$ cat config.mk
export PLATFORM = sky130hd
export DESIGN_NAME = control_sequencer
export DESIGN_NICKNAME = d
export VERILOG_FILES = /design/src/rtl/ctrl_pkg.sv /design/src/rtl/ctrl_decode.sv /design/src/rtl/control_sequencer.sv
export SDC_FILE = /design/constraint.sdc
export NUM_CORES = 1
export LEC_CHECK = 0
export BUFFER_PORTS_ARGS = -buffer_cell sky130_fd_sc_hd__buf_2
export CORE_AREA = 5 5 68 70
export DETAILED_ROUTE_END_ITERATION = 8
export DIE_AREA = 0 0 73 75
export PLACE_DENSITY = 0.92
export SYNTH_ARGS = -nofsm -noshare
export SYNTH_HDL_FRONTEND = slang
export SYNTH_SLANG_ARGS = --single-unit
$ cat constraint.sdc
create_clock -name clk -period 4.65 [get_ports clk]
set_input_delay 0.465 -clock clk [delete_from_list [all_inputs] [get_ports clk]]
set_output_delay 0.465 -clock clk [all_outputs]
set_load 0.05 [all_outputs]
$ cat src/rtl/ctrl_pkg.sv
// Shared definitions for the control sequencer: opcodes, ALU one-hot bit indices,
// FSM state encoding and IR field positions.
package ctrl_pkg;

  localparam int CTRL_NREG  = 16;
  localparam int CTRL_ALU_W = 12;

  localparam logic [4:0] OP_ADD = 5'b01000;
  localparam logic [4:0] OP_SUB = 5'b01001;
  localparam logic [4:0] OP_AND = 5'b01010;
  localparam logic [4:0] OP_OR  = 5'b01011;
  localparam logic [4:0] OP_SHR = 5'b01100;
  localparam logic [4:0] OP_SHL = 5'b01101;
  localparam logic [4:0] OP_ROR = 5'b01110;
  localparam logic [4:0] OP_ROL = 5'b01111;
  localparam logic [4:0] OP_MUL = 5'b10000;
  localparam logic [4:0] OP_DIV = 5'b10001;
  localparam logic [4:0] OP_NEG = 5'b10010;
  localparam logic [4:0] OP_NOT = 5'b10011;

  localparam int B_ADD = 0;
  localparam int B_SUB = 1;
  localparam int B_AND = 2;
  localparam int B_OR  = 3;
  localparam int B_SHR = 4;
  localparam int B_SHL = 5;
  localparam int B_ROR = 6;
  localparam int B_ROL = 7;
  localparam int B_MUL = 8;
  localparam int B_DIV = 9;
  localparam int B_NEG = 10;
  localparam int B_NOT = 11;

  // IR field positions: [31:27] op, [26:23] Ra, [22:19] Rb, [18:15] Rc
  localparam int OP_MSB = 31;
  localparam int OP_LSB = 27;
  localparam int RA_MSB = 26;
  localparam int RA_LSB = 23;
  localparam int RB_MSB = 22;
  localparam int RB_LSB = 19;
  localparam int RC_MSB = 18;
  localparam int RC_LSB = 15;

  typedef enum logic [3:0] {IDLE, T0, T1, T2, T3, T4, T5, T6, ERR} state_t;

endpackage

$ cat src/rtl/ctrl_decode.sv
// Combinational opcode decoder: ALU one-hot select plus legal/unary/mul-div flags.
// MUL and DIV decode as legal only when CTRL_MULDIV_EN is defined.
module ctrl_decode
  import ctrl_pkg::*;
#(
  parameter int ALU_W = CTRL_ALU_W
) (
  input  logic [4:0]       op,
  output logic [ALU_W-1:0] alu_ctrl,
  output logic             legal,
  output logic             is_unary,
  output logic             is_muldiv
);

  always_comb begin
    alu_ctrl  = '0;
    legal     = 1'b1;
    is_unary  = 1'b0;
    is_muldiv = 1'b0;
    case (op)
      OP_ADD: alu_ctrl[B_ADD] = 1'b1;
      OP_SUB: alu_ctrl[B_SUB] = 1'b1;
      OP_AND: alu_ctrl[B_AND] = 1'b1;
      OP_OR:  alu_ctrl[B_OR]  = 1'b1;
      OP_SHR: alu_ctrl[B_SHR] = 1'b1;
      OP_SHL: alu_ctrl[B_SHL] = 1'b1;
      OP_ROR: alu_ctrl[B_ROR] = 1'b1;
      OP_ROL: alu_ctrl[B_ROL] = 1'b1;
      OP_NEG: begin alu_ctrl[B_NEG] = 1'b1; is_unary = 1'b1; end
      OP_NOT: begin alu_ctrl[B_NOT] = 1'b1; is_unary = 1'b1; end
`ifdef CTRL_MULDIV_EN
      OP_MUL: begin alu_ctrl[B_MUL] = 1'b1; is_muldiv = 1'b1; end
      OP_DIV: begin alu_ctrl[B_DIV] = 1'b1; is_muldiv = 1'b1; end
`endif
      default: legal = 1'b0;
    endcase
  end

endmodule

$ cat src/rtl/control_sequencer.sv
// Hardwired fetch/execute control FSM for the bus datapath (Ra <= Rb op Rc).
// Define CTRL_MULDIV_EN to enable MUL/DIV with the extra T6 HI writeback state.
module control_sequencer
  import ctrl_pkg::*;
#(
  parameter int NREG  = CTRL_NREG,
  parameter int ALU_W = CTRL_ALU_W
) (
  input  logic             clk,
  input  logic             clr,
  input  logic             run,
  input  logic             mem_rdy,
  input  logic [31:0]      ir,
  output logic [NREG-1:0]  rout,
  output logic [NREG-1:0]  rin,
  output logic             pc_out,
  output logic             pc_in,
  output logic             inc_pc,
  output logic             mar_in,
  output logic             ir_in,
  output logic             mdr_read,
  output logic             mdr_in,
  output logic             mdr_out,
  output logic             y_in,
  output logic             z_in,
  output logic             zlow_out,
  output logic             zhigh_out,
  output logic             lo_in,
  output logic             hi_in,
  output logic [ALU_W-1:0] alu_ctrl,
  output logic             instr_done,
  output logic             illegal
);

  state_t state_reg, state_next;
  logic             t1_wait_reg;
  logic             illegal_reg;
  logic [3:0]       ra_reg, rb_reg, rc_reg;
  logic [ALU_W-1:0] alu_reg;
  logic             unary_reg, muldiv_reg;

  logic [ALU_W-1:0] dec_alu;
  logic             dec_legal, dec_unary, dec_muldiv;
  logic [NREG-1:0]  ir_ra_oh, ir_rb_oh, ra_oh, rb_oh, rc_oh;
  logic             unused_ir;

  assign unused_ir = ^ir[RC_LSB-1:0];

  ctrl_decode #(.ALU_W(ALU_W)) u_decode (
    .op        (ir[OP_MSB:OP_LSB]),
    .alu_ctrl  (dec_alu),
    .legal     (dec_legal),
    .is_unary  (dec_unary),
    .is_muldiv (dec_muldiv)
  );

  // T3 reads the freshly loaded IR directly; later states use the fields captured in T3
  genvar gi;
  generate
    for (gi = 0; gi < NREG; gi++) begin : g_onehot
      assign ir_ra_oh[gi] = (ir[RA_MSB:RA_LSB] == 4'(gi));
      assign ir_rb_oh[gi] = (ir[RB_MSB:RB_LSB] == 4'(gi));
      assign ra_oh[gi]    = (ra_reg == 4'(gi));
      assign rb_oh[gi]    = (rb_reg == 4'(gi));
      assign rc_oh[gi]    = (rc_reg == 4'(gi));
    end
  endgenerate

  always_ff @(posedge clk or posedge clr) begin
    if (clr) begin
      state_reg   <= IDLE;
      t1_wait_reg <= 1'b0;
      illegal_reg <= 1'b0;
      ra_reg      <= '0;
      rb_reg      <= '0;
      rc_reg      <= '0;
      alu_reg     <= '0;
      unary_reg   <= 1'b0;
      muldiv_reg  <= 1'b0;
    end else begin
      state_reg   <= state_next;
      t1_wait_reg <= (state_reg == T1);
      if (state_reg == T3) begin
        ra_reg     <= ir[RA_MSB:RA_LSB];
        rb_reg     <= ir[RB_MSB:RB_LSB];
        rc_reg     <= ir[RC_MSB:RC_LSB];
        alu_reg    <= dec_alu;
        unary_reg  <= dec_unary;
        muldiv_reg <= dec_muldiv;
        if (!dec_legal) illegal_reg <= 1'b1;
      end
    end
  end

  assign illegal = illegal_reg;

  always_comb begin
    state_next = state_reg;
    rout       = '0;
    rin        = '0;
    pc_out     = 1'b0;
    pc_in      = 1'b0;
    inc_pc     = 1'b0;
    mar_in     = 1'b0;
    ir_in      = 1'b0;
    mdr_read   = 1'b0;
    mdr_in     = 1'b0;
    mdr_out    = 1'b0;
    y_in       = 1'b0;
    z_in       = 1'b0;
    zlow_out   = 1'b0;
    zhigh_out  = 1'b0;
    lo_in      = 1'b0;
    hi_in      = 1'b0;
    alu_ctrl   = '0;
    instr_done = 1'b0;
    case (state_reg)
      IDLE: if (run) state_next = T0;
      T0: begin
        pc_out = 1'b1; mar_in = 1'b1; inc_pc = 1'b1; z_in = 1'b1;
        state_next = T1;
      end
      T1: begin
        // PC is reloaded only once even if memory keeps us waiting here
        zlow_out = 1'b1; pc_in = !t1_wait_reg; mdr_read = 1'b1; mdr_in = 1'b1;
        if (mem_rdy) state_next = T2;
      end
      T2: begin
        mdr_out = 1'b1; ir_in = 1'b1;
        state_next = T3;
      end
      T3: begin
        if (dec_legal) begin
          rout = dec_muldiv ? ir_ra_oh : ir_rb_oh;
          y_in = 1'b1;
          state_next = T4;
        end else begin
          state_next = ERR;
        end
      end
      T4: begin
        rout     = (muldiv_reg || unary_reg) ? rb_oh : rc_oh;
        alu_ctrl = alu_reg;
        z_in     = 1'b1;
        state_next = T5;
      end
      T5: begin
        zlow_out = 1'b1;
`ifdef CTRL_MULDIV_EN
        if (muldiv_reg) begin
          lo_in = 1'b1;
          state_next = T6;
        end else begin
          rin = ra_oh; instr_done = 1'b1;
          state_next = run ? T0 : IDLE;
        end
`else
        rin = ra_oh; instr_done = 1'b1;
        state_next = run ? T0 : IDLE;
`endif
      end
`ifdef CTRL_MULDIV_EN
      T6: begin
        zhigh_out = 1'b1; hi_in = 1'b1; instr_done = 1'b1;
        state_next = run ? T0 : IDLE;
      end
`endif
      ERR: state_next = ERR;
      default: state_next = IDLE;
    endcase
  end

endmodule

==> metrics.md, run 1 <==
| Metric | Value |
|---|---|
| Worst-Skew Late Latency | `between 0.2 and 0.3 ns` |
| Worst Hold Class | `in2reg` |
| Leading post-synthesis cells by cell area | `dfrtp_1, nand2_1, o22ai_1, nor2_1, and2_1` |
| CP Max Fanout | `24` |
| Bufs and invs on worst path | `1` |
| Mapped Cells | `230` |
| Wl on met1 | `around 1900 microns` |
| Final Wtd Congestion | `0.8794` |
| Clk buf depth | `2` |
| Worst hold path depth | `3` |
| CP endpoint kind | `primary output` |
| Slew Limit Headroom | `0.2757` |
| Initial antenna violation count | `0` |
| PD cells | `589.5 nW/um^2` |
| YS warnings | `0` |
| Initial core utilization | `0.4760` |
| Hold Buf Count CTS | `0` |
| Cell with the most instances after synthesis | `nand2_1` |
| Fin Setup TNS | `0 ns` |
| Post-layout util | `0.5825` |
| Final cycle utilization of the critical path | `0.5815` |
| Initial DRC count | `163` |
| Pin count of the biggest net entering global routing | `30` |
| #FFs+latches synth | `29` |
| CTS tree | `built` |
| DP HPWL | `3639 microns` |
| Synth area leader | `dfrtp_1` |
| Slowest library cell on the worst path | `or4b_1` |
| Syn-to-layout area delta | `22.36%` |
| PortBufs | `75` |
| Max cap viols | `0` |
| Post-cts sizing count | `0` |
| Static leakage | `1.205 nW` |
| Worst Path Required | `between 4 and 5 ns` |
| RSZ-0062 raised after global routing | `false` |
| Setup Buffers After CTS | `0` |
| CP startpoint kind | `flip-flop` |
| Final Max Slew Viols | `0` |
| Power Total | `about 1.3 mW` |
| Mapped Area | `between 1500 and 2000 sq um` |
| Top sig layer | `met4` |
| Max incr delay on CP | `roughly 0.94 ns` |
| DRT Wirelength | `4781 microns` |
| Async SR Flop Fraction | `1.000` |
| Drc violations | `0` |
| Fin crit period | `approximately 2.7 ns` |
| Fillers | `375` |
| Worst Clk Skew | `0.002355 ns` |
| Die height | `75 microns` |
| Crit-path cells | `or4b_1 -> nor2_1 -> buf_2` |
| Worst reg2reg startpoint | `state_reg[1]$_DFFE_PP0P_` |
| Die width | `between 70 and 80 microns` |
| Met3 routed WL | `between 300 and 400 microns` |
| Total number of H-tree levels | `2` |
| Number of cells on the worst reg-to-reg path | `3` |
| Gr usage total | `0.1823` |
| Vias | `1883` |
| Pre-CTS WS | `roughly 2.2 ns` |
| Distinct cell type count after synthesis | `42` |
| Max Freq | `0.3698 GHz` |
| Number of enable flip-flop cells after synthesis | `0` |
| Most used DFF post-synth | `dfrtp_1` |
| Share of layout cells above drive strength 1 | `0.3108` |
| Antenna fix cells | `0` |
| Largest register FFs | `10` |
| Worst Tran Pin Value | `around 1.1 ns` |
| Crit Path Category | `reg2out` |
| Core area | `3914 sq um` |
| Share of the synthesized area in the top cell type | `0.3895` |
| Vias per std cell | `between 5 and 6` |
| Fin. Hold Viols | `0` |
| Grt ovf | `0` |
| Final setup viols | `0` |
| CTS Buf Count | `5` |
| Sequential area share after synthesis | `0.3895` |
| Min-delay src | `ir[16]` |
| CP arrival | `2.24 ns` |
| Crit-path leading delay family | `simple AND/OR/NAND/NOR gates` |
| Root Buffer | `clkbuf_8` |
| Die ar. | `5475 sq um` |
| Drt pass-1 iters | `5` |
| Sink Count | `29` |
| Cells after DPL | `339` |
| Most instantiated cells after synthesis | `nand2_1, dfrtp_1, nor2_1` |
| Non-filler cells, final | `~350` |
| Outcome | `finished, final reports clean` |
| # nets final | `around 330` |
| # IOs | `96` |
| CP Launch Point | `state_reg[1]$_DFFE_PP0P_` |
| Final ANT Viol Nets | `0` |
| Crit path depth | `3` |
| First-pass GRT wire length | `~8000 microns` |
| Maximum vdd drop | `0.0005200 V` |
| Post-Syn Area per Cell | `~8.1 sq um` |
| Met2 Wirelength | `2456 microns` |
| Worst setup margin | `1.946 ns` |
| Routed length per placed instance | `approximately 14 microns` |
| Site Rows | `23` |
| Vias in the first global route | `about 1800` |
| Clk pin slew, worst setup/hold paths | `about 0.06 ns` |
==> cells by family after synthesis <==
| kind of cell | Yosys count | synth area share |
|---|---|---|
| AO/OA/AOI/OAI | 50 | 0.1753 |
| buffers and inverters | 31 | 0.09670 |
| flip-flops | 29 | 0.3895 |
| other | 1 | 0.002013 |
| AND/OR/NAND/NOR | 119 | 0.3365 |
==> layout by cell type, fill, tap and decap left out, types with 3 or more instances in the layout <==
cell and instances:
and2_1 11, and3b_1 5, buf_2 75, clkbuf_8 6
conb_1 5, dfrtp_1 29, inv_1 9, nand2_1 47
nand2b_1 7, nand3_1 3, nor2_1 21, nor2b_1 3
nor3_1 5, nor3b_1 3, o2111ai_1 4, o21ai_0 10
o21ai_1 6, o22ai_1 16
==> per-layer routing <==
| layer | GRT usage | vias up |
|---|---|---|
| li1 | - | 914 |
| met1 | 0.2124 | 900 |
| met2 | 0.3267 | 64 |
| met3 | 0.03872 | 5 |
| met4 | 0.07172 | 0 |
| met5 | 0 | - |
==> power breakdown <==
group          internal [mW]  switching [mW]
Combinational          0.197           0.437
Sequential             0.367           0.139
Clock                  0.117          0.0872
Total                  0.681           0.663
==> stage by stage <==
step | cell area [sq um] | hold WS (ns)
finish | 2280 | 0.3759
global route | 2280 | 0.3752
CTS | 2280 | 0.3655
detailed placement | 2193 | 0.4440
global placement | 2193 | 0.4349
floorplan | 1878 | 0.4402
==> area by class of cell <==
| type | instances | area, sq um | area share |
|---|---|---|---|
| Multi-Input combinational cell | 174 | 980.9 | 0.4303 |
| Tap cell | 50 | 62.56 | 0.02744 |
| Sequential cell | 29 | 725.7 | 0.3183 |
| Inverter | 9 | 33.78 | 0.01482 |
| Clock buffer | 7 | 86.33 | 0.03787 |
| Timing Repair Buffer | 77 | 390.4 | 0.1712 |
==> worst min-delay path, delay by kind of cell <==
| family | cells | cell delay, ns |
|---|---|---|
| buf+inv | 1 | 0.07 |
| simple gates | 2 | 0.08 |
==> final timing paths <==
kind                                                  to  slack, ns
worst max-delay path                                y_in       1.95
worst min-delay path               rc_reg[1]$_DFFE_PP0P_       0.38
worst max register to register     rb_reg[1]$_DFFE_PP0P_       2.77
worst min register to register       illegal$_DFFE_PP0P_       0.46
max in group asynchronous       state_reg[2]$_DFFE_PP0P_       3.54
min in group asynchronous          ra_reg[2]$_DFFE_PP0P_       0.45
No activity file was read; power rests on OpenSTA's default activity.
==> run 2: changes to the inputs <==
- ABC_AREA: default -> 1
- CORE_AREA: 5 5 68 70 -> 5 5 75 77
- DIE_AREA: 0 0 73 75 -> 0 0 80 82
- PLACE_DENSITY: 0.92 -> 0.82
- clock period: 4.65 -> 2.4 ns (I/O delays scaled with it)
==> run 2 against run 1 <==
Against the previous run:
- critical endpoint is now rout[10]
- area after synthesis is 2.6% higher
- clock skew about the same
- combinational power grew 120%
==> metrics.md, run 2 <==
| Metric | Value |
|---|---|
| Outcome | `finished, final reports clean` |
| Post-cts sizing count | `0` |
| Non-Filler Cell Area, Final | `~2400 sq um` |
| Site Rows | `26` |
| Fillers | `roughly 540` |
| Antenna fix cells | `0` |
| Pin count of the biggest net entering global routing | `31` |
| Number of cells on the worst reg-to-reg path | `6` |
| Worst Path Required | `between 2 and 2.5 ns` |
| RSZ-0062 raised after global routing | `false` |
| Most used DFF post-synth | `dfrtp_1` |
| Area after DPL | `about 2300 sq um` |
| Core area | `between 4000 and 5000 sq um` |
| Crit path depth | `7` |
| Most common cell after layout, fill and taps aside | `nand2_1` |
| CTS tree | `built` |
| CP startpoint kind | `flip-flop` |
| Gr usage total | `0.1656` |
| Number of enable flip-flop cells after synthesis | `0` |
| Mux cell area share after synthesis | `0` |
| # nets final | `between 400 and 500` |
| Post-layout util | `0.4906` |
| Setup Buffers After CTS | `0` |
| Max incr delay on CP | `approximately 0.43 ns` |
| Die ar. | `roughly 6600 sq um` |
| Vias | `around 2100` |
| Largest register FFs | `10` |
| Vias per std cell | `between 4 and 5` |
| PortBufs | `75` |
| Sink Count | `29` |
| Fin. Hold Viols | `0` |
| Final cycle utilization of the critical path | `0.9030` |
| #FFs+latches synth | `29` |
| Post-Synth Simple-Gate Area | `0.3874` |
| Post-Syn Area per Cell | `6.248 sq um` |
| Grt ovf | `0` |
| PD cells | `between 1000 and 1500 nW/um^2` |
| Async SR Flop Fraction | `1.000` |
| Final ANT Viol Nets | `0` |
| Clk pin slew, worst setup/hold paths | `approximately 0.06 ns` |
| Most instantiated cells after synthesis | `nand2_1, nor2_1, inv_1` |
| Final setup viols | `0` |
| Largest family of logic cells by synthesized area | `simple AND/OR/NAND/NOR gates` |
| Final Wtd Congestion | `between 0.8 and 0.9` |
| Initial DRC count | `127` |
| Initial antenna violation count | `0` |
| First-pass GRT wire length | `between 8000 and 9000 microns` |
| Share of layout cells above drive strength 1 | `0.2461` |
| Bufs and invs on worst path | `2` |
| Die width | `roughly 80 microns` |
| Most frequent cells in the layout | `nand2_1, buf_2, nor2_1, inv_1, dfrtp_1` |
| Mapped Cells | `just over 300` |
| Fin crit period | `approximately 2.2 ns` |
| Adder-Cell Fraction of Synth Area | `0` |
| Max cap viols | `0` |
| Sequential area share after synthesis | `0.3796` |
| Syn-to-layout area delta | `26.90%` |
| # IOs | `96` |
| Crit-path cells | `nor2_1 -> nand2_2 -> a21oi_4 -> buf_12 -> nand2_1 -> nand2_1 -> buf_2` |
| Max Freq | `about 0.46 GHz` |
| XOR/XNOR Fraction of Synth Area | `0` |
| Worst Clk Skew | `between 0.002 and 0.003 ns` |
| Drt pass-1 iters | `4` |
| CTS Buf Count | `5` |
| Maximum vdd drop | `about 0.00045 V` |
| Most used cell, CP | `nand2_1` |
| Worst Hold Class | `in2async` |
| Synth area leader | `dfrtp_1` |
| Synth Area in Compound Gates | `0.09817` |
| Wl on met1 | `2115 microns` |
| Static leakage | `1.408 nW` |
| Met3 routed WL | `between 200 and 250 microns` |
| Met2 Wirelength | `2724 microns` |
| CP Max Fanout | `19` |
| Non-filler cells, final | `between 400 and 500` |
| Crit-path leading delay family | `simple AND/OR/NAND/NOR gates` |
| Crit Path Category | `reg2out` |
| Worst-Skew Late Latency | `0.28 ns` |
| DP HPWL | `~4000 microns` |
| Drc violations | `0` |
| Initial core utilization | `0.3866` |
| Leading post-synthesis cells by cell area | `dfrtp_1, nand2_1, nor2_1, inv_1, nand3_1` |
| Top sig layer | `met4` |
| DRT Wirelength | `5151 microns` |
| CP arrival | `~1.9 ns` |
| Mapped Area | `1912 sq um` |
| Share of the synthesized area in the top cell type | `0.3796` |
| Routed length per placed instance | `approximately 11 microns` |
| Fin Setup TNS | `0 ns` |
| Cells after DPL | `about 440` |
| Clk buf depth | `2` |
| YS warnings | `0` |
| CP endpoint kind | `primary output` |
| Total number of H-tree levels | `2` |
| Cell with the most instances after synthesis | `nand2_1` |
| Hold Buf Count CTS | `0` |
| Root Buffer | `clkbuf_8` |
| Die height | `about 82 microns` |
| Vias in the first global route | `between 2000 and 2500` |
| Distinct cell type count after synthesis | `19` |
| Final Max Slew Viols | `0` |
| Slowest library cell on the worst path | `dfrtp_1` |
## run 2: cell types whose count changed in the layout (fill, tap and decap cells not counted), moves of 6 or more
| cell | before | now |
|---|---|---|
| nor2_1 | 21 | 63 |
| nand3_1 | 3 | 18 |
| inv_1 | 9 | 40 |
| nand2_1 | 47 | 97 |
| o21ai_1 | 6 | 0 |
| o21ai_0 | 10 | 18 |
| nand2b_1 | 7 | 0 |
| and2_1 | 11 | 0 |
## run 2: worst paths after layout
check / end / startpoint / slack [ns]
setup / recovery: rout[10] / state_reg[0]$_DFFE_PP0P_ / 0.23
hold / removal: alu_reg[11]$_DFFE_PP0P_ / clr / 0.02
setup reg to reg: state_reg[0]$_DFFE_PP0P_ / state_reg[0]$_DFFE_PP0P_ / 0.95
hold reg to reg: illegal$_DFFE_PP0P_ / illegal$_DFFE_PP0P_ / 0.50
max in group asynchronous: rc_reg[2]$_DFFE_PP0P_ / clr / 2.11
min in group clk: ra_reg[3]$_DFFE_PP0P_ / ir[26] / 0.16
## run 2: layer usage
layer,global-route usage,up-vias
met1,0.1844,942
met2,0.3088,47
met3,0.03070,8
met5,0,-
met4,0.06757,0
li1,-,1074
## run 2: area by class of cell
type                    instances  area, sq um  area share
inverters                      40        150.1     0.06189
multi-input cells             225        954.7      0.3935
clock buffers                   6        72.57     0.02991
clock inverters                 2        10.01    0.004126
repair buffers                 80        425.4      0.1753
well taps                      70        87.58     0.03610
flip-flops and latches         29        725.7      0.2991
## run 2: cell families (layout without fill, tap and decap cells)
kind of cell    Yosys count  in the layout
simple gates            188            188
buf+inv                  56            128
compound gates           32             32
flops                    29             29
other cells               1              5
## run 2: through the flow
step | power [mW] | worst slack, ns | hold WS, ns
final | 2.636 | 0.2328 | 0.01801
after global routing | 2.856 | 0.008679 | 0.06249
after CTS | 2.646 | 0.04458 | 0.02399
after detailed placement | 2.250 | 0.3700 | 0.3276
after global placement | 2.203 | 0.4234 | 0.3223
after floorplan | 1.991 | 0.07678 | 0.3181
## run 2: worst reg2reg max path, stage by stage, from the launching register on
cell and delay [ns]:
dfrtp_1 0.43, nor2_1 0.24, nand2_2 0.23, a21oi_4 0.19, buf_12 0.16, nor2_1 0.05
nor2_1 0.08
## run 2: report_power, final
| group | leakage (nW) | total (mW) | switching, mW | internal (mW) |
|---|---|---|---|---|
| Sequential | 0.368 | 0.871 | 0.149 | 0.723 |
| Clock | 0.0450 | 0.384 | 0.184 | 0.200 |
| Combinational | 0.995 | 1.38 | 1.03 | 0.351 |
| Total | 1.41 | 2.64 | 1.36 | 1.27 |
==> run 3: changes to the inputs <==
--- a/config.mk
+++ b/config.mk
@@ -9,5 +9,5 @@
 export BUFFER_PORTS_ARGS = -buffer_cell sky130_fd_sc_hd__buf_2
-export CORE_AREA = 5 5 75 77
+export CORE_AREA = 5 5 85 68
 export DETAILED_ROUTE_END_ITERATION = 8
-export DIE_AREA = 0 0 80 82
+export DIE_AREA = 0 0 90 73
 export PLACE_DENSITY = 0.82
==> constraint.sdc (replaced) <==
create_clock -name clk -period 2.4 [get_ports clk]
set_input_delay 0.36 -clock clk [delete_from_list [all_inputs] [get_ports clk]]
set_output_delay 0.36 -clock clk [all_outputs]
set_load 0.05 [all_outputs]
==> run 3 against run 2 <==
Against the previous run:
- routed wire length decreased by 1.2%
- largest power group unchanged
- maximum frequency increased by 0.77%
- clock-buffer cell count unchanged
- clock power increased by 37%
- critical path type unchanged
- core utilization increased by 0.57 points
==> metrics.md, run 3 (same netlist as run 2, synthesis figures left out) <==
| Metric | Value |
|---|---|
| Initial DRC count | `144` |
| Worst Clk Skew | `between 0.008 and 0.009 ns` |
| Die ar. | `6570 sq um` |
| Routed length per placed instance | `roughly 11 microns` |
| Vias per std cell | `roughly 4.7` |
| Static leakage | `between 1 and 1.5 nW` |
| Sink Count | `29` |
| Initial antenna violation count | `0` |
| Initial core utilization | `0.3840` |
| Total number of H-tree levels | `2` |
| Core area | `about 5000 sq um` |
| Final cycle utilization of the critical path | `0.8961` |
| Clk pin slew, worst setup/hold paths | `0.07 ns` |
| Share of layout cells above drive strength 1 | `0.2552` |
| Worst Tran Pin Value | `0.6133 ns` |
| CP Launch Point | `state_reg[3]$_DFFE_PP0P_` |
| Register share of total power | `0.311` |
| CP Max Fanout | `6` |
| Gr usage total | `0.1569` |
| Syn-to-layout area delta | `29.25%` |
| Pin count of the biggest net entering global routing | `30` |
| Clk buf depth | `2` |
| Max cap viols | `0` |
| CP startpoint kind | `flip-flop` |
| Pre-CTS WS | `around 0.41 ns` |
| First-pass GRT wire length | `roughly 8500 microns` |
| Comb power frac | `0.501` |
| Worst setup margin | `0.2494 ns` |
| Final Wtd Congestion | `a little under 0.9` |
| CTS Buf Count | `5` |
| CP endpoint kind | `primary output` |
| Fin. Hold Viols | `0` |
| Vias | `2097` |
| Most common cell after layout, fill and taps aside | `nand2_1` |
| Site Rows | `23` |
| Die height | `between 70 and 80 microns` |
| CP arrival | `1.79 ns` |
| Clock power frac | `0.188` |
| Critical Path Sink | `rout[3]` |
| R2R Path End | `rc_reg[3]$_DFFE_PP0P_` |
| WHS | `roughly 0.14 ns` |
| Crit Path Category | `reg2out` |
| Vias in the first global route | `between 1500 and 2000` |
| Maximum vdd drop | `between 0.0008 and 0.0009 V` |
| Drt pass-1 iters | `4` |
| RSZ-0062 raised after global routing | `false` |
| Worst-Skew Late Latency | `around 0.28 ns` |
| PD cells | `1129 nW/um^2` |
| # nets final | `about 420` |
| Internal Pwr Total | `around 1.4 mW` |
| Slew Limit Headroom | `0.5907` |
| Root Buffer | `clkbuf_8` |
| Worst Path Required | `between 2 and 2.5 ns` |
| CTS tree | `built` |
| Power Total | `about 2.8 mW` |
| DP HPWL | `just over 4000 microns` |
| Net switching power | `approximately 1.4 mW` |
| Largest register FFs | `10` |
| Max Freq | `around 0.46 GHz` |
| FF-to-FF setup slack | `approximately 0.74 ns` |
| Final setup viols | `0` |
| # IOs | `between 90 and 100` |
| Worst reg2reg startpoint | `state_reg[3]$_DFFE_PP0P_` |
| Hold Buf Count CTS | `0` |
| Number of cells on the worst reg-to-reg path | `5` |
| Worst Hold Class | `in2async` |
| Final Max Slew Viols | `0` |
| DRT Wirelength | `approximately 5100 microns` |
| Most frequent cells in the layout | `nand2_1, buf_2, nor2_1, inv_1, dfrtp_1` |
| Fin crit period | `about 2.2 ns` |
| Die width | `~90 microns` |
| Outcome | `finished, final reports clean` |
| PortBufs | `75` |
| Antenna fix cells | `0` |
| Final ANT Viol Nets | `0` |
| Switching portion of total power | `0.4919` |
| Drc violations | `0` |
| Grt ovf | `0` |
==> run 3: layout make-up <==
type / count / area [sq um]
tap: 62 / 77.57
inverter: 40 / 150.1
clock buffer: 6 / 82.58
sequential: 29 / 725.7
timing repair buffer: 82 / 440.4
fill: 496 / 2507
multi-input combinational: 225 / 957.2
clock inverter: 2 / 37.54
==> run 3: power by group through the flow <==
| stage | Clock [mW] | Combinational, mW | Sequential (mW) |
|---|---|---|---|
| after floorplan | 0 | 1.14 | 0.855 |
| after global placement | 0 | 1.36 | 0.863 |
| after detailed placement | 0 | 1.39 | 0.874 |
| after CTS | 0.538 | 1.39 | 0.867 |
| after global routing | 0.559 | 1.55 | 0.904 |
| final | 0.525 | 1.40 | 0.868 |
==> run 3: critical path: stages, from the launching register on <==
cell and delay [ns]:
dfrtp_1 0.44, inv_1 0.08, nand2_1 0.10, nor2_1 0.17
nand2_1 0.06, nor2_1 0.24, nand2_1 0.09, nand2_1 0.08
buf_2 0.26
==> run 3: what timing repair did <==
item	4_1_cts	5_1_grt
endpoints found under the setup margin	0	3
gates resized for setup	0	1
buffers inserted	0	2
==> run 3: per-layer routing <==
metal  share of wire  up-vias  global-route usage
met4           0.010        0             0.05620
met5               0        -                   0
met3           0.090        4             0.05773
li1                -     1087                   -
met2            0.46       68              0.2557
met1            0.44      938              0.1926
==> run 3: stage by stage <==
stage	setup TNS [ns]	util	instances	cell area (sq um)
after floorplan	-0.3458	-	310	1934
after global placement	0	0.4667	436	2323
after detailed placement	0	0.4667	436	2323
after CTS	0	0.4908	444	2444
after global routing	0	0.4964	446	2471
final	0	0.4964	446	2471
==> run 3: how the worst min path moves through the flow <==
stage | startpoint | slack (ns) | end | cells after the start
detailed placement | clr | 0.45 | t1_wait_reg$_DFF_PP0_ | 3
finish | clr | 0.14 | alu_reg[4]$_DFFE_PP0P_ | 3
floorplan | clr | 0.44 | alu_reg[0]$_DFFE_PP0P_ | 1
global route | clr | 0.19 | alu_reg[0]$_DFFE_PP0P_ | 3
CTS | clr | 0.15 | alu_reg[0]$_DFFE_PP0P_ | 3
global placement | clr | 0.45 | t1_wait_reg$_DFF_PP0_ | 3
